==> src/rtl/alu_pkg.sv <==
// Shared constants for the registered add/subtract unit.
// Flag indices describe the packed flag register used when ALU_FLAGS_EN is defined.
package alu_pkg;
   localparam logic ALU_OP_ADD = 1'b0;
   localparam logic ALU_OP_SUB = 1'b1;

   localparam int ALU_WIDTH_DEFAULT = 16;

   localparam int FLAG_Z = 0;
   localparam int FLAG_C = 1;
   localparam int FLAG_N = 2;
   localparam int FLAG_V = 3;
   localparam int FLAG_W = 4;
endpackage

==> src/rtl/alu_if.sv <==
// Operand/result bundle for alu_unit; the flag signals exist only when ALU_FLAGS_EN is defined.
interface alu_if
   import alu_pkg::*;
#(
   parameter int WIDTH = ALU_WIDTH_DEFAULT
);
   logic             op;
   logic [WIDTH-1:0] a;
   logic [WIDTH-1:0] b;
   logic [WIDTH-1:0] out;
`ifdef ALU_FLAGS_EN
   logic             flag_z;
   logic             flag_c;
   logic             flag_n;
   logic             flag_v;
`endif

   modport master (
      output op, a, b,
      input  out
`ifdef ALU_FLAGS_EN
      , input flag_z, flag_c, flag_n, flag_v
`endif
   );

   modport slave (
      input  op, a, b,
      output out
`ifdef ALU_FLAGS_EN
      , output flag_z, flag_c, flag_n, flag_v
`endif
   );
endinterface

==> src/rtl/alu_addsub.sv <==
// Combinational (WIDTH+1)-bit adder; subtract is a + ~b + 1 via carry-in = op.
module alu_addsub
   import alu_pkg::*;
#(
   parameter int WIDTH = ALU_WIDTH_DEFAULT
) (
   input  logic             op,
   input  logic [WIDTH-1:0] a,
   input  logic [WIDTH-1:0] b,
   output logic [WIDTH-1:0] sum,
   output logic             carry
);
   logic [WIDTH-1:0] b_eff;
   logic [WIDTH:0]   full;

   assign b_eff = (op == ALU_OP_SUB) ? ~b : b;
   assign full  = {1'b0, a} + {1'b0, b_eff} + {{WIDTH{1'b0}}, op};
   assign {carry, sum} = full;
endmodule

==> src/rtl/alu_unit.sv <==
// Registered add/subtract unit, one-cycle latency, throughput one op per clock.
// Define ALU_FLAGS_EN to add registered Z/C/N/V status flags.
module alu_unit
   import alu_pkg::*;
#(
   parameter int WIDTH = ALU_WIDTH_DEFAULT
) (
   input  logic clk,
   input  logic rst_n,
   alu_if.slave bus
);
   logic [WIDTH-1:0] sum;
   logic             carry;
   logic [WIDTH-1:0] out_q;

   alu_addsub #(.WIDTH(WIDTH)) u_addsub (
      .op    (bus.op),
      .a     (bus.a),
      .b     (bus.b),
      .sum   (sum),
      .carry (carry)
   );

   always_ff @(posedge clk or negedge rst_n) begin
      if (!rst_n) out_q <= '0;
      else        out_q <= sum;
   end

   assign bus.out = out_q;

`ifdef ALU_FLAGS_EN
   logic [FLAG_W-1:0] flags_d;
   logic [FLAG_W-1:0] flags_q;
   logic              b_eff_msb;

   // Overflow: operands agree in sign but the result does not.
   always_comb begin
      flags_d         = '0;
      b_eff_msb       = bus.op ? ~bus.b[WIDTH-1] : bus.b[WIDTH-1];
      flags_d[FLAG_Z] = (sum == '0);
      flags_d[FLAG_C] = carry;
      flags_d[FLAG_N] = sum[WIDTH-1];
      flags_d[FLAG_V] = (bus.a[WIDTH-1] == b_eff_msb) && (sum[WIDTH-1] != bus.a[WIDTH-1]);
   end

   always_ff @(posedge clk or negedge rst_n) begin
      if (!rst_n) flags_q <= '0;
      else        flags_q <= flags_d;
   end

   assign bus.flag_z = flags_q[FLAG_Z];
   assign bus.flag_c = flags_q[FLAG_C];
   assign bus.flag_n = flags_q[FLAG_N];
   assign bus.flag_v = flags_q[FLAG_V];
`else
   logic unused_carry;
   assign unused_carry = carry;
`endif
endmodule

==> src/flat_wrapper.sv <==
// flat-port wrapper written by rule: the top's interface ports become plain ports
module alu_unit_flat import alu_pkg::*;
#(
   parameter int WIDTH = ALU_WIDTH_DEFAULT
)
  (clk, rst_n, bus_op, bus_a, bus_b, bus_out);
  alu_if #(.WIDTH(WIDTH)) bus_i ();
  input  logic clk;
  input  logic rst_n;
  input wire logic [$bits(bus_i.op)-1:0] bus_op;
  input wire logic [$bits(bus_i.a)-1:0] bus_a;
  input wire logic [$bits(bus_i.b)-1:0] bus_b;
  output wire logic [$bits(bus_i.out)-1:0] bus_out;
  assign bus_i.op = bus_op;
  assign bus_i.a = bus_a;
  assign bus_i.b = bus_b;
  assign bus_out = bus_i.out;
  alu_unit #(.WIDTH(WIDTH)) u_core (.clk(clk), .rst_n(rst_n), .bus(bus_i));
endmodule
==> config.mk <==
export PLATFORM = sky130hd
export DESIGN_NAME = alu_unit_flat
export DESIGN_NICKNAME = d
export VERILOG_FILES = /design/src/rtl/alu_pkg.sv /design/src/rtl/alu_if.sv /design/src/rtl/alu_addsub.sv /design/src/rtl/alu_unit.sv /design/src/flat_wrapper.sv
export SDC_FILE = /design/constraint.sdc
export NUM_CORES = 1
export LEC_CHECK = 0
export CAP_MARGIN = 10
export CORE_AREA = 3 3 75 77
export DETAILED_ROUTE_END_ITERATION = 16
export DIE_AREA = 0 0 78 80
export DONT_BUFFER_PORTS = 1
export GPL_ROUTABILITY_DRIVEN = 0
export MAX_ROUTING_LAYER = met4
export PLACE_DENSITY = 0.4
export SLEW_MARGIN = 20
export SYNTH_ARGS = -nofsm -noshare
export SYNTH_HDL_FRONTEND = slang
export SYNTH_SLANG_ARGS = --single-unit
==> constraint.sdc <==
create_clock -name clk -period 0.8 [get_ports clk]
set_input_delay 0.08 -clock clk [delete_from_list [all_inputs] [get_ports clk]]
set_output_delay 0.08 -clock clk [all_outputs]
set_load 0.1 [all_outputs]
# Word level (Yosys, flattened, before mapping)
# Index checks and enable logic that the tools add are counted.
# word_totals
out_inout_bits	16
elab_cells	5
ff_bits	16
input_bits	35
# classes
n_bitwise	1
mux	1
addsub	2
# op_table
cell	count
adder 16 x 1 -> 16 bit	1
adder 16 bit	1
2-to-1 mux 16 bit	1
inverter 16 bit	1

# Logic depth before layout (Yosys ltp)
# logic_depth
depth_word	4
depth_mapped	10
depth_no_buf	8

# By module
# Synthesis repeated with hierarchy kept, for this count alone.
# unflattened
cells_unflattened	138
hier_area_um2	1320.0
# modules_own_cells
mod	area_per_inst_um2	instances	cells_each	seq_area_each_um2
alu_addsub	919.6	1	122	0.0
alu_unit	400.4	1	16	400.4

# Worst setup path before layout
# No wires, ideal clock.
# synth_path
path_type	input -> register
from	input bus_op
to	register u_core.out_q[14], in the netlist u_core.bus.out[14]
setup_slack_ns	-1.132
cell_stages	9
arrival_time_ns	1.801
required_time_ns	0.669
setup_time_ns	0.131
path_buffers	2
path_cell_list	buf_4 buf_2 xor2_1 ha_1 a21o_2 o21bai_1 a21oi_1 o21ai_0 xor2_1
# synth_between
elab_chain_len	3
# synth_rtl
element	line_no	text
start, declared	flat_wrapper.sv:10	input wire logic [$bits(bus_i.op)-1:0] bus_op;
2-to-1 mux 16 bit	alu_addsub.sv:16	assign b_eff = (op == ALU_OP_SUB) ? ~b : b;
adder 16 bit	alu_addsub.sv:17	assign full = {1'b0, a} + {1'b0, b_eff} + {{WIDTH{1'b0}}, op};
adder 16 x 1 -> 16 bit *	alu_addsub.sv:17	
named net u_core.sum[14]	alu_unit.sv:12	logic [WIDTH-1:0] sum;
end signal, assigned	alu_unit.sv:26	else out_q <= sum;
end, declared	alu_unit.sv:14	logic [WIDTH-1:0] out_q;
# Mark *: on every way through the listed nets, which the timed path passes. The rest lies on a longest branch.

# Worst setup path in the final report
# layout_path
from	input bus_b[0]
to	register u_core.out_q[14], in the netlist u_core.bus.out[14]
# layout_between
elab_chain_len	4
# layout_rtl
element	line_no	text
start, declared	flat_wrapper.sv:12	input wire logic [$bits(bus_i.b)-1:0] bus_b;
inverter 16 bit	alu_addsub.sv:16	
2-to-1 mux 16 bit *	alu_addsub.sv:16	
adder 16 bit *	alu_addsub.sv:17	
adder 16 x 1 -> 16 bit *	alu_addsub.sv:17	
named net u_core.sum[14]	alu_unit.sv:12	
# Marked as above.

==> results.md <==
* Ys Warns at 0
* Ant diodes at 0
* Yosys cell types at 28
* EDFF count, synth at 0
* Ys async rst share at 100%
* Met2 usage at 19.3%
* RSZ-0062 raised after global routing: true
* Clk slew on worst S/H paths at 0.06 ns
* CTS tree: built
* Cells after Synth at 131
* Routed vias at 1,124
* Grt met1 use at 12.4%
* CP Max Fanout at 3
* Share of layout cells above drive strength 1 at 58.7%
* Max reg flops at 16
* Synth Area per Inst at 9.62 um^2
* Largest cells by area after synthesis: dfrtp_1, xor2_1, ha_1
* Worst Setup Start Kind: input pin
* First-pass GRT wire length at 5250 um
* Slew margin rel. at 54.6%
* P_leak at 0.969 nW
* Synthesized cell area at 1260 um^2
* Num CTS Buffers at 3
* IO Pins at 51
* Fin nets at 241
* Placed cell count at 244
* Endpoint class of the critical path: flop
* Final min period at 1.33 ns
* Worst-case clock buffer depth at 2
* Worst-case vdd ir drop at 1.37 mV
* Max Freq at 751 MHz
* Synth top area share at 31.8%
* Worst hold slack at -0.0584 ns
* Drt first pass iters at 3
* Critical path required time at 0.91 ns
* Die area at 6240 um^2
* Max cap viols at 0
* DR WL/cell at 13.0 um
* Failing checks: negative hold slack, negative setup slack
* Die Width at 78 um
* Yosys top cell by area: dfrtp_1
* Root buffer cell: clkbuf_8
* HPWL after DPL at 2760 um
* Core Area at 5070 um^2
* Final setup fails at 29
* Crit-path slowest cell: fa_2
* CP max stage delay at 0.34 ns
* Setup Crit Path Kind: input pin to flop
* Global routing usage on met3 at 2.14%
* Most frequent cells after synthesis: xor2_1, a21oi_1, dfrtp_1, ha_1, nand2_1
* H-tree lvl count at 1
* Crit path DAT at 1.45 ns
* Outcome: complete, but fails checks
* Vias/cell at 4.34
* ANT nets after route at 0
* Post-Syn Nets at 182
* Most Crowded Layer GR: met2
* Max-slew violation count at 0
* Top FF cell, synth: dfrtp_1
* Port Buf Inserts at 0
* Crit-path cells: mux2i_4 -> inv_2 -> fa_2 -> a21oi_2 -> buf_4 -> o21bai_4 -> a21oi_4 -> o21ai_1 -> xor2_1
* Post-Route WL at 3370 um
* Die H at 80 um
* Vias in the first global route at 1,167
* Seq/Total Area, Yosys at 31.8%
* Gr usage total at 10.9%
* CP delay by family, top: compound AO/OA/AOI/OAI gates
* Synth-to-layout area growth at 83.2%
* Synth Register Bits at 16
* Hold_buf cts at 3
* Most numerous cell in the Yosys netlist: xor2_1
* Largest net degree at the start of global routing at 17
* Clock Sink Count at 16
* Tightest Pin Transition at 0.681 ns
* Pwr per Cell Area at 2860 nW/um^2
* Cell Rows at 26
* Hold crit path type: input pin to asynchronous set/reset pin
* Starting Density at 24.8%
* Final period utilization at 167%
* DR iter-0 viols at 10
* Final Hold Fails at 16
* Worst setup margin at -0.532 ns
* Non-Filler Instances at 259
* Worst Path Buf+Inv at 2
* # DRC at 0
* Gr ovfl total at 0
* Initial antenna violation count at 0
* Fin util at 45.5%
[routing by layer]
metal  wire [um]  up-vias
li1            -      573
met1        1450      517
met2        1690       32
met3         206        2
met4          24        0
met5           0        -
[area by class of cell]
| type | count | area, um^2 |
|---|---|---|
| fillers | 495 | 2770 |
| clock buffers | 4 | 45.0 |
| inverters | 3 | 11.3 |
| well taps | 70 | 87.6 |
| repair buffers | 58 | 657 |
| flip-flops and latches | 16 | 419 |
| multi-input cells | 108 | 1090 |
[stage by stage]
stage	worst slack, ns	power, mW	setup TNS [ns]	cell area [um^2]
finish	-0.532	6.60	-7.02	2310
global route	-0.619	6.87	-8.39	2310
CTS	-0.559	6.46	-8.50	2150
detailed placement	-0.877	5.67	-10.02	1930
global placement	-0.822	5.64	-9.45	1930
floorplan	-0.970	3.97	-11.40	1340
[cell usage in the layout (no fill, tap or decap), types with 2 or more instances in the layout]
cell type,synthesis,layout
xnor2_2,0,2
nor2_1,5,4
inv_1,3,2
nand3_2,0,2
xnor2_1,7,5
nand2_2,0,2
buf_12,0,16
dlygate4sd3_1,0,2
clkbuf_8,0,3
o31ai_2,0,3
buf_4,1,36
o21ai_2,0,2
a21oi_1,16,8
o21bai_1,3,2
a21oi_4,0,3
a21oi_2,0,5
xor2_4,0,2
o21bai_4,0,2
o21ai_0,9,5
buf_6,0,3
nor4_1,2,2
ha_4,0,3
xor2_1,24,19
ha_1,15,12
xor2_2,0,3
nand2_1,10,8
dfrtp_2,0,15
[logic make-up (layout without fill, tap and decap cells)]
group | Yosys count | after routing | share of synthesized area, %
AOI/OAI and AO/OA | 39 | 39 | 19.3
xor gates and xnor gates | 31 | 31 | 21.5
adders and majority gates | 16 | 16 | 16.5
buffers and inverters | 7 | 65 | 2.68
DFF | 16 | 16 | 31.8
muxes | 1 | 1 | 1.09
and+or+nand+nor | 21 | 21 | 7.15
[worst paths after layout]
kind                       slack, ns  startpoint  cells after the start                           end
setup / recovery               -0.53    bus_b[0]                      9  u_core.bus.out[14]$_DFF_PN0_
hold / removal                 -0.06       rst_n                      1   u_core.bus.out[1]$_DFF_PN0_
max in group asynchronous       0.38       rst_n                      1  u_core.bus.out[11]$_DFF_PN0_
min in group clk                0.05    bus_a[1]                      1   u_core.bus.out[1]$_DFF_PN0_
[repair_timing]
action	in CTS	in global routing
hold endpoints to repair	17	8
setup endpoints to repair	30	46
resized for setup	22	21
buffers inserted	3	5
pin swaps	26	24
[where the power goes]
| part | internal [mW] | switching [mW] | leakage, nW |
|---|---|---|---|
| logic | 1.88 | 2.81 | 0.775 |
| registers | 1.11 | 0.210 | 0.172 |
| clock network | 0.351 | 0.236 | 0.0228 |
| total | 3.35 | 3.26 | 0.969 |
Power figures use the tool's default switching activity.
